[src/rtl/rr_mux4_arbiter_pkg.sv]
// Shared types and constants for the 4-way round-robin burst arbiter.
package rr_arb_pkg;
    localparam int NUM_REQ = 4;
    localparam int SEL_W   = 2;

    typedef enum logic {IDLE, BUSY} arb_state_t;

    // Priority rotation: the requester after idx becomes the new head, wrapping 3 -> 0.
    function automatic logic [SEL_W-1:0] rr_next(input logic [SEL_W-1:0] idx);
        return idx + SEL_W'(1);
    endfunction
endpackage

[src/rtl/rr_mux4_arbiter_if.sv]
// Requester-side and consumer-side valid/ready channels of the arbiter.
interface rr_mux4_arbiter_if import rr_arb_pkg::*; #(
    parameter int WIDTH = 8
);
    logic [NUM_REQ-1:0]       in_valid;
    logic [NUM_REQ*WIDTH-1:0] in_data;
    logic [NUM_REQ-1:0]       in_last;
    logic [NUM_REQ-1:0]       in_ready;
    logic                     out_valid;
    logic [WIDTH-1:0]         out_data;
    logic                     out_last;
    logic [SEL_W-1:0]         out_src;
    logic                     out_ready;

    modport master (
        input  in_valid, in_data, in_last, out_ready,
        output in_ready, out_valid, out_data, out_last, out_src
    );

    modport slave (
        output in_valid, in_data, in_last, out_ready,
        input  in_ready, out_valid, out_data, out_last, out_src
    );
endinterface

[src/rtl/rr_mux4_arbiter_pick4.sv]
// Combinational rotating-priority picker: first set req bit searching ptr, ptr+1, ... mod 4.
module rr_pick4 import rr_arb_pkg::*; (
    input  logic [NUM_REQ-1:0] req,
    input  logic [SEL_W-1:0]   ptr,
    output logic [SEL_W-1:0]   idx,
    output logic               found
);
    logic [SEL_W-1:0] cand;

    // Walk from lowest to highest priority so the last hit (k = 0) wins.
    always_comb begin
        idx   = '0;
        found = 1'b0;
        cand  = '0;
        for (int k = NUM_REQ - 1; k >= 0; k--) begin
            cand = ptr + SEL_W'(k);
            if (req[cand]) begin
                idx   = cand;
                found = 1'b1;
            end
        end
    end
endmodule

[src/rtl/rr_mux4_arbiter.sv]
// Round-robin burst arbiter: locks a 4:1 mux onto one requester per burst, then rotates priority.
module rr_mux4_arbiter import rr_arb_pkg::*; #(
    parameter int WIDTH     = 8,
    parameter int MAX_BURST = 4
) (
    input  logic               clk,
    input  logic               rst_n,
    rr_mux4_arbiter_if.master  bus,
    output logic [SEL_W-1:0]   sel,
    output logic [NUM_REQ-1:0] grant,
    output logic               busy
);
    localparam int CNT_W = (MAX_BURST > 1) ? $clog2(MAX_BURST) : 1;
    localparam logic [CNT_W-1:0] LAST_CNT = CNT_W'(MAX_BURST - 1);

    arb_state_t         state, state_nxt;
    logic [SEL_W-1:0]   ptr, ptr_nxt, sel_nxt, pick_idx;
    logic [NUM_REQ-1:0] grant_nxt;
    logic [CNT_W-1:0]   beat_cnt, cnt_nxt;
    logic               pick_found, xfer;
    logic [WIDTH-1:0]   lane [NUM_REQ];

    rr_pick4 u_pick (
        .req   (bus.in_valid),
        .ptr   (ptr),
        .idx   (pick_idx),
        .found (pick_found)
    );

    for (genvar i = 0; i < NUM_REQ; i++) begin : g_lane
        assign lane[i] = bus.in_data[i*WIDTH +: WIDTH];
    end

    assign busy         = (state == BUSY);
    assign bus.out_src  = sel;
    assign bus.out_data = lane[sel];
    assign xfer         = bus.out_valid & bus.out_ready;

    // Output channel is a pure mux of the owner while BUSY; everything quiet in IDLE.
    always_comb begin
        bus.out_valid = 1'b0;
        bus.out_last  = 1'b0;
        bus.in_ready  = '0;
        if (busy) begin
            bus.out_valid     = bus.in_valid[sel];
            bus.out_last      = bus.in_last[sel] | (beat_cnt == LAST_CNT);
            bus.in_ready[sel] = bus.out_ready;
        end
    end

    always_comb begin
        state_nxt = state;
        ptr_nxt   = ptr;
        sel_nxt   = sel;
        grant_nxt = grant;
        cnt_nxt   = beat_cnt;
        case (state)
            IDLE: begin
                if (pick_found) begin
                    state_nxt = BUSY;
                    sel_nxt   = pick_idx;
                    grant_nxt = NUM_REQ'(1) << pick_idx;
                    cnt_nxt   = '0;
                end
            end
            BUSY: begin
                if (xfer) begin
                    if (bus.out_last) begin
                        // Owner drops to lowest priority; a mandatory IDLE cycle follows.
                        state_nxt = IDLE;
                        ptr_nxt   = rr_next(sel);
                        grant_nxt = '0;
                        cnt_nxt   = '0;
                    end else begin
                        cnt_nxt = beat_cnt + CNT_W'(1);
                    end
                end
            end
            default: state_nxt = IDLE;
        endcase
    end

    always_ff @(posedge clk or negedge rst_n) begin
        if (!rst_n) begin
            state    <= IDLE;
            ptr      <= '0;
            sel      <= '0;
            grant    <= '0;
            beat_cnt <= '0;
        end else begin
            state    <= state_nxt;
            ptr      <= ptr_nxt;
            sel      <= sel_nxt;
            grant    <= grant_nxt;
            beat_cnt <= cnt_nxt;
        end
    end
endmodule
[src/flat_wrapper.sv]
// flat-port wrapper written by rule: the top's interface ports become plain ports
module rr_mux4_arbiter_flat import rr_arb_pkg::*;
#(
    parameter int WIDTH     = 8,
    parameter int MAX_BURST = 4
)
  (clk, rst_n, sel, grant, busy, bus_in_valid, bus_in_data, bus_in_last, bus_out_ready, bus_in_ready, bus_out_valid, bus_out_data, bus_out_last, bus_out_src);
  rr_mux4_arbiter_if #(.WIDTH(WIDTH)) bus_i ();
  input  logic clk;
  input  logic rst_n;
  output logic [SEL_W-1:0] sel;
  output logic [NUM_REQ-1:0] grant;
  output logic busy;
  input wire logic [$bits(bus_i.in_valid)-1:0] bus_in_valid;
  input wire logic [$bits(bus_i.in_data)-1:0] bus_in_data;
  input wire logic [$bits(bus_i.in_last)-1:0] bus_in_last;
  input wire logic [$bits(bus_i.out_ready)-1:0] bus_out_ready;
  output wire logic [$bits(bus_i.in_ready)-1:0] bus_in_ready;
  output wire logic [$bits(bus_i.out_valid)-1:0] bus_out_valid;
  output wire logic [$bits(bus_i.out_data)-1:0] bus_out_data;
  output wire logic [$bits(bus_i.out_last)-1:0] bus_out_last;
  output wire logic [$bits(bus_i.out_src)-1:0] bus_out_src;
  assign bus_i.in_valid = bus_in_valid;
  assign bus_i.in_data = bus_in_data;
  assign bus_i.in_last = bus_in_last;
  assign bus_i.out_ready = bus_out_ready;
  assign bus_in_ready = bus_i.in_ready;
  assign bus_out_valid = bus_i.out_valid;
  assign bus_out_data = bus_i.out_data;
  assign bus_out_last = bus_i.out_last;
  assign bus_out_src = bus_i.out_src;
  rr_mux4_arbiter #(.WIDTH(WIDTH), .MAX_BURST(MAX_BURST)) u_core (.clk(clk), .rst_n(rst_n), .bus(bus_i), .sel(sel), .grant(grant), .busy(busy));
endmodule
[config.mk]
export PLATFORM = sky130hd
export DESIGN_NAME = rr_mux4_arbiter_flat
export DESIGN_NICKNAME = d
export VERILOG_FILES = /design/src/rtl/rr_mux4_arbiter_pkg.sv /design/src/rtl/rr_mux4_arbiter_if.sv /design/src/rtl/rr_mux4_arbiter_pick4.sv /design/src/rtl/rr_mux4_arbiter.sv /design/src/flat_wrapper.sv
export SDC_FILE = /design/constraint.sdc
export NUM_CORES = 1
export LEC_CHECK = 0
export ABC_AREA = 1
export CAP_MARGIN = 40
export CORE_ASPECT_RATIO = 1.25
export CORE_MARGIN = 4
export CORE_UTILIZATION = 34
export CTS_BUF_LIST = sky130_fd_sc_hd__clkbuf_4 sky130_fd_sc_hd__clkbuf_8 sky130_fd_sc_hd__clkbuf_16
export DETAILED_ROUTE_END_ITERATION = 12
export GPL_TIMING_DRIVEN = 0
export PLACE_DENSITY = 0.84
export SLEW_MARGIN = 20
export SYNTH_ARGS = -nofsm -noshare
export SYNTH_HDL_FRONTEND = slang
export SYNTH_HIERARCHICAL = 1
export SYNTH_SLANG_ARGS = --single-unit
[constraint.sdc]
create_clock -name clk -period 1.5 [get_ports clk]
set_clock_uncertainty 0.15 [all_clocks]
set_input_delay 0.15 -clock clk [delete_from_list [all_inputs] [get_ports clk]]
set_output_delay 0.15 -clock clk [all_outputs]
set_load 0.05 [all_outputs]
; ---- Word level (Yosys, flattened, before mapping)
; Index checks and enable logic that the tools add are counted.
[classes]
n_eq_ne = 4
addsub = 5
muxes = 40
mul = 0
order_cmp = 7
shift = 1
reduce_logical = 5
bitwise_logic = 5
div_mod_pow = 0
[op_table]
columns = cell, count
row1 = 8-bit binary-select mux with 2-bit select, 1
row2 = 1-bit two-way mux, 16
row3 = 4-bit two-way mux, 4
row4 = 8-bit two-way mux, 2
row5 = 2-bit by 3-bit < comparator with 1-bit output (second input constant), 5
row6 = 2-bit two-way mux, 7
row7 = 1-bit binary-select mux with 2-bit select, 6
row8 = 4-bit one-hot mux with 2 select lines, 1
row9 = 2-bit by 1-bit adder with 2-bit output (second input constant), 3
row10 = 3-bit AND reduction, 2
row11 = 2-bit adder (second input constant), 2
row12 = 4-bit bitwise AND, 1
row13 = 2-bit inequality test (second input constant), 2
row14 = 2-bit one-hot mux with 2 select lines, 1
row15 = 2-bit AND reduction, 2
row16 = 1-bit by 2-bit << shifter with 4-bit output (first input constant), 1
row17 = 3-bit greater-or-equal comparator (second input constant), 1
row18 = 2-bit inverter with 3-bit output, 1
row19 = 1-bit demux with 2-bit select, 1
row20 = 2-bit == test (second input constant), 1
row21 = 2-bit by 1-bit greater-or-equal comparator with 1-bit output (second input constant), 1
row22 = 2-bit by 1-bit inequality test with 1-bit output (second input constant), 1
row23 = 1-bit one-hot mux with 2 select lines, 1
row24 = 1-bit bitwise AND, 1
row25 = 3 further kinds, 3
[totals]
inputBits = 43
latchBits = 0
ramBits = 0
elab_cells = 72
mem_count = 0
rom_bits = 0
reg_bits = 11
output_inout_bits = 23

; ---- Longest topological paths before layout
[logic_depth]
ltp_word = 10
mapped_depth = 14
depth_no_buf = 13

; ---- Cells and area by module
; Netlist, hierarchy kept.
[by_module_without_submodules]
columns = module, seq_area_each_um2, instances, area_per_inst_um2, cells_each
row1 = rr_mux4_arbiter, 275.3, 1, 934.6, 141
row2 = rr_pick4, 0.0, 1, 215.2, 44

; ---- Worst setup path after synthesis
; Ideal clock, no wire load.
[synth_timing]
path_kind = register to output
start = reg u_core.sel[0], in the netlist u_core/bus.out_src[0]
end = out bus_out_data[1]
path_slack_ps = -814
t_arrival_ps = 2014
stages_incl_launch_ff = 5
required_time_ps = 1200
cell_sequence = dfrtp_1 -> buf_4 -> buf_2 -> o21ai_0 -> o22ai_1
[synth_between]
elab_chain_len = 4
[synth_lines]
columns = item, line_no
row1 = from (decl), rr_mux4_arbiter.sv:9  ; output logic [SEL_W-1:0] sel,
row2 = from (signal assigned), rr_mux4_arbiter.sv:93  ; sel <= sel_nxt;
row3 = 2-bit inverter with 3-bit output (implied by the code), rr_mux4_arbiter.sv:36  ; assign bus.out_data = lane[sel];
row4 = 8-bit binary-select mux with 2-bit select, rr_mux4_arbiter.sv:36
row5 = 8-bit two-way mux (implied by the code) (2 in a row), rr_mux4_arbiter.sv:36
row6 = to (decl), flat_wrapper.sv:20  ; output wire logic [$bits(bus_i.out_data)-1:0] bus_out_data;
; Every way passes these cells. The select of a mux whose other input is x is not followed.

; ---- Worst setup path after layout
[layout_timing]
start = reg u_core.ptr[0]
end = reg u_core.grant[3]
[layout_between]
elab_chain_len = 10
word_cells_on_any_way = 24
classes_between = add/sub (3) / eq/ne (1) / shift (1) / mux (18) / reduce/logical (1)
[layout_lines]
columns = item, line_no
row1 = from (decl), rr_mux4_arbiter.sv:17  ; logic [SEL_W-1:0] ptr, ptr_nxt, sel_nxt, pick_idx;
row2 = from (signal assigned), rr_mux4_arbiter.sv:92  ; ptr <= ptr_nxt;
row3 = 2-bit adder, rr_mux4_arbiter_pick4.sv:16  ; cand = ptr + SEL_W'(k);
row4 = 1-bit binary-select mux with 2-bit select, rr_mux4_arbiter_pick4.sv:17  ; if (req[cand]) begin
row5 = 1-bit two-way mux (implied by the code), rr_mux4_arbiter_pick4.sv:17
row6 = 2-bit two-way mux (3 in a row), rr_mux4_arbiter_pick4.sv:17
row7 = 2-bit two-way mux *, rr_mux4_arbiter_pick4.sv:17
row8 = via u_core.pick_idx[0], rr_mux4_arbiter.sv:17
row9 = 1-bit by 2-bit << shifter with 4-bit output *, rr_mux4_arbiter.sv:62  ; grant_nxt = NUM_REQ'(1) << pick_idx;
row10 = 4-bit two-way mux *, rr_mux4_arbiter.sv:59  ; if (pick_found) begin
row11 = 4-bit one-hot mux with 2 select lines *, rr_mux4_arbiter.sv:57  ; case (state)
row12 = to (signal assigned), rr_mux4_arbiter.sv:94  ; grant <= grant_nxt;
row13 = to (decl), rr_mux4_arbiter.sv:10  ; output logic [NUM_REQ-1:0] grant,
; Mark *: on every way through the listed nets, which the timed path passes. The rest lies on a longest branch. The select of a mux whose other input is x is not followed.
; A chain may end at the register's enable or synchronous reset.

==> impl_metrics.ini <==
[yosys]
synthAdderAreaFrac = 0.0544
synth_compound_area_frac = 0.134
synth_area_per_cell_um2 = 6.22
synth_xor_area_frac = 0
ys_seq_elements = 11
synth_seq_area_share = 0.239
synthMuxAreaShare = 0
synthesis.nets = 233
synth-simple-area-share = 0.432
syn-cell-area_um2 = 1150
synth_cell_types = 21
yosys_warnings = 6
postSynthCellCount = 185
synth_top_family_by_area = simple AND/OR/NAND/NOR gates

[global_route]
antenna_found_initial = 0
grt_max_degree = 12
grt_usage = 0.251
grt_pass1_vias = 1789
grt_overflow_total = 0
grt_pass1_wl_um = 8340

[critical_path]
critPathBufInv = 2
cp-end-kind = flip-flop
crit_end = u_core/grant[3]$_DFFE_PN0P_
r2r_end = u_core/grant[3]$_DFFE_PN0P_
setup.worst_path.start = u_core/ptr[0]$_DFFE_PN0P_
cp_common_cell = nand2_1
path_max_fanout = 5
r2r_slack_ps = -370
required_ps = 1470
critPathKind = flip-flop to flip-flop
cp_slowest_cell = dfrtp_1
cp_cell_sequence = buf_6 > o21ai_2 > nand2_2 > nand3_2 > nand2_1 > nand2_1 > nand2_2 > inv_2 > nor3_2 > nand3_1 > nand2_1
start_kind = flip-flop
r2r-start = u_core/ptr[0]$_DFFE_PN0P_
crit_family = simple AND/OR/NAND/NOR gates
r2r_cells = 11
crit_arrival_ps = 1840
cp.depth = 11
critPathMaxStageDelay_ps = 410

[power]
clock_power_share = 0.047
ir_drop_mv = 1.73
internal_power_mw = 2.96
switchingPower_mw = 3.61
pwr-share-seq = 0.082
pwr-share-comb = 0.871
p_sw_frac = 0.550
p_leak_nw = 1.23
power_density_nw_per_um2 = 2360

[timing]
hold_violations = 0
drv_slew = 0
min_period_over_period = 1.25
finalSetupViolations = 26
slew_headroom = 0.668
rsz0062_at_grt = yes
min_period_ps = 1870
fin_ws_ps = -371
max_freq_mhz = 534
worstMarginPinSlew_ps = 497
timing.hold.ws_ps = 102

[floorplanning]
rows = 23
ios = 66
die_w_um = 60.0
chipHeight_um = 73.0
initial_utilization = 0.357
core_area_um2 = 3220
fp.dieArea_um2 = 4380

[clocking]
htreeDepth = 1
cts_hold_buf = 0
clk_latency_ps = 230
clk_path_buf_depth = 2
cts_buffers = 3
cts_root_buf = clkbuf_8
cts_tree = done
cts_sinks = 11
clkTransAtPathRegs_ps = 50

[layout]
diodes = 0
postLayoutCoreUtil = 0.864
finalNetCount = 328
seqCellArea_um2 = 279
synthToLayoutAreaGrowth_pct = 142
multi_input_area_um2 = 1240
drive_gt1_frac = 0.577
layout.cells.most_common = clkdlybuf4s50_1
fillers = 140
layout_common_cells = clkdlybuf4s50_1 (42), nand2_1 (32), buf_6 (26)

[placement]
io_buffers = 65
dp.final_hpwl_um = 3030
gp_routability_congestion = 0.908

[drt]
dr.first_iter.drc_count = 64
wl_per_cell_um = 19.7
drt-total-wl_um = 6230
route.detailed.drc = 0
via_per_inst = 5.29
vias = 1673
ant_nets = 0
firstDrtPassIters = 4

[min_path]
min_path_type = primary input to async pin

[job]
drv_cap = 0

[status]
violations = negative setup slack
status = finished with violations
## kinds of logic (layout without fill, tap and decap cells)
logic type / count (synthesis) / after routing
buf+inv: 33 / 127
flops: 11 / 11
fa+ha+maj: 5 / 5
simple gates: 108 / 108
compound gates: 28 / 28
## sequential cells by signal (all words and copies together) (netlist names)
signal and count:
u_core/beat_cnt 2, u_core/busy 1, u_core/ptr 2, u_core/grant 4, u_core/bus.out_src 2
## stage by stage
step / setup slack [ps] / area [µm²] / power, mW / instances / TNS, ps
3_5_place_dp: -806 / 2090 / 4.44 / 287 / -12620
6_report: -371 / 2790 / 6.57 / 316 / -6050
5_1_grt: -438 / 2790 / 6.88 / 316 / -7160
2_1_floorplan: -181 / 1400 / 3.47 / 185 / -1710
3_3_place_gp: -773 / 2090 / 4.39 / 287 / -12220
4_1_cts: -245 / 2580 / 5.87 / 310 / -3770
## cell usage after synthesis
library cell,instances,area (µm²)
nand3_1,19,95.1
inv_4,1,6.26
buf_6,2,22.5
buf_2,4,20.0
nand3_2,2,20.0
buf_4,4,30.0
and2_4,1,8.76
o21ai_0,18,90.1
nand2_1,45,169
nand2_2,11,68.8
nand3_4,1,17.5
nor2_1,24,90.1
inv_2,6,22.5
o21ai_2,1,8.76
nand3b_1,1,7.51
ha_1,5,62.6
nor3_1,4,20.0
o22ai_1,8,50.1
inv_1,16,60.1
dfrtp_1,11,275
o21ai_1,1,5.00
## final cells by class
cell class | count | share of cell area
Multi-Input combinational cell | 141 | 0.444
Timing Repair Buffer | 91 | 0.340
Sequential cell | 11 | 0.100
Buffer | 9 | 0.0440
Inverter | 23 | 0.0373
Clock buffer | 4 | 0.0175
Tap cell | 37 | 0.0166
## routing by layer
layer | part of all wire | up-vias | global-route usage
li1 | - | 785 | -
met1 | 0.35 | 783 | 0.258
met2 | 0.57 | 79 | 0.484
met3 | 0.046 | 26 | 0.0389
met4 | 0.037 | 0 | 0.0961
met5 | 0 | - | 0
## worst min-delay path by stage
stage	cells after the start	slack [ps]	from	endpoint
final	1	100	rst_n	u_core/grant[1]$_DFFE_PN0P_
after global routing	1	130	rst_n	u_core/grant[3]$_DFFE_PN0P_
after CTS	1	110	rst_n	u_core/beat_cnt[1]$_DFFE_PN0P_
after detailed placement	2	320	u_core/grant[3]$_DFFE_PN0P_	u_core/grant[3]$_DFFE_PN0P_
after global placement	2	310	u_core/beat_cnt[1]$_DFFE_PN0P_	u_core/beat_cnt[1]$_DFFE_PN0P_
after floorplan	0	-300	rst_n	u_core/beat_cnt[0]$_DFFE_PN0P_
## power by group through the flow
stage	Clock (mW)	Combinational (mW)	Sequential, mW
finish	0.308	5.72	0.537
global route	0.335	6.00	0.552
CTS	0.320	5.02	0.525
detailed placement	0	3.89	0.546
global placement	0	3.85	0.541
floorplan	0	2.70	0.765
## repair_timing
| item | 4_1_cts | 5_1_grt |
|---|---|---|
| pin swaps | 23 | 25 |
| resized for setup | 204 | 48 |
| cloned | 4 | 0 |
| endpoints found under the setup margin | 32 | 29 |
| setup buffers | 15 | 8 |
Note: power is estimated with default switching activity, not from simulation.
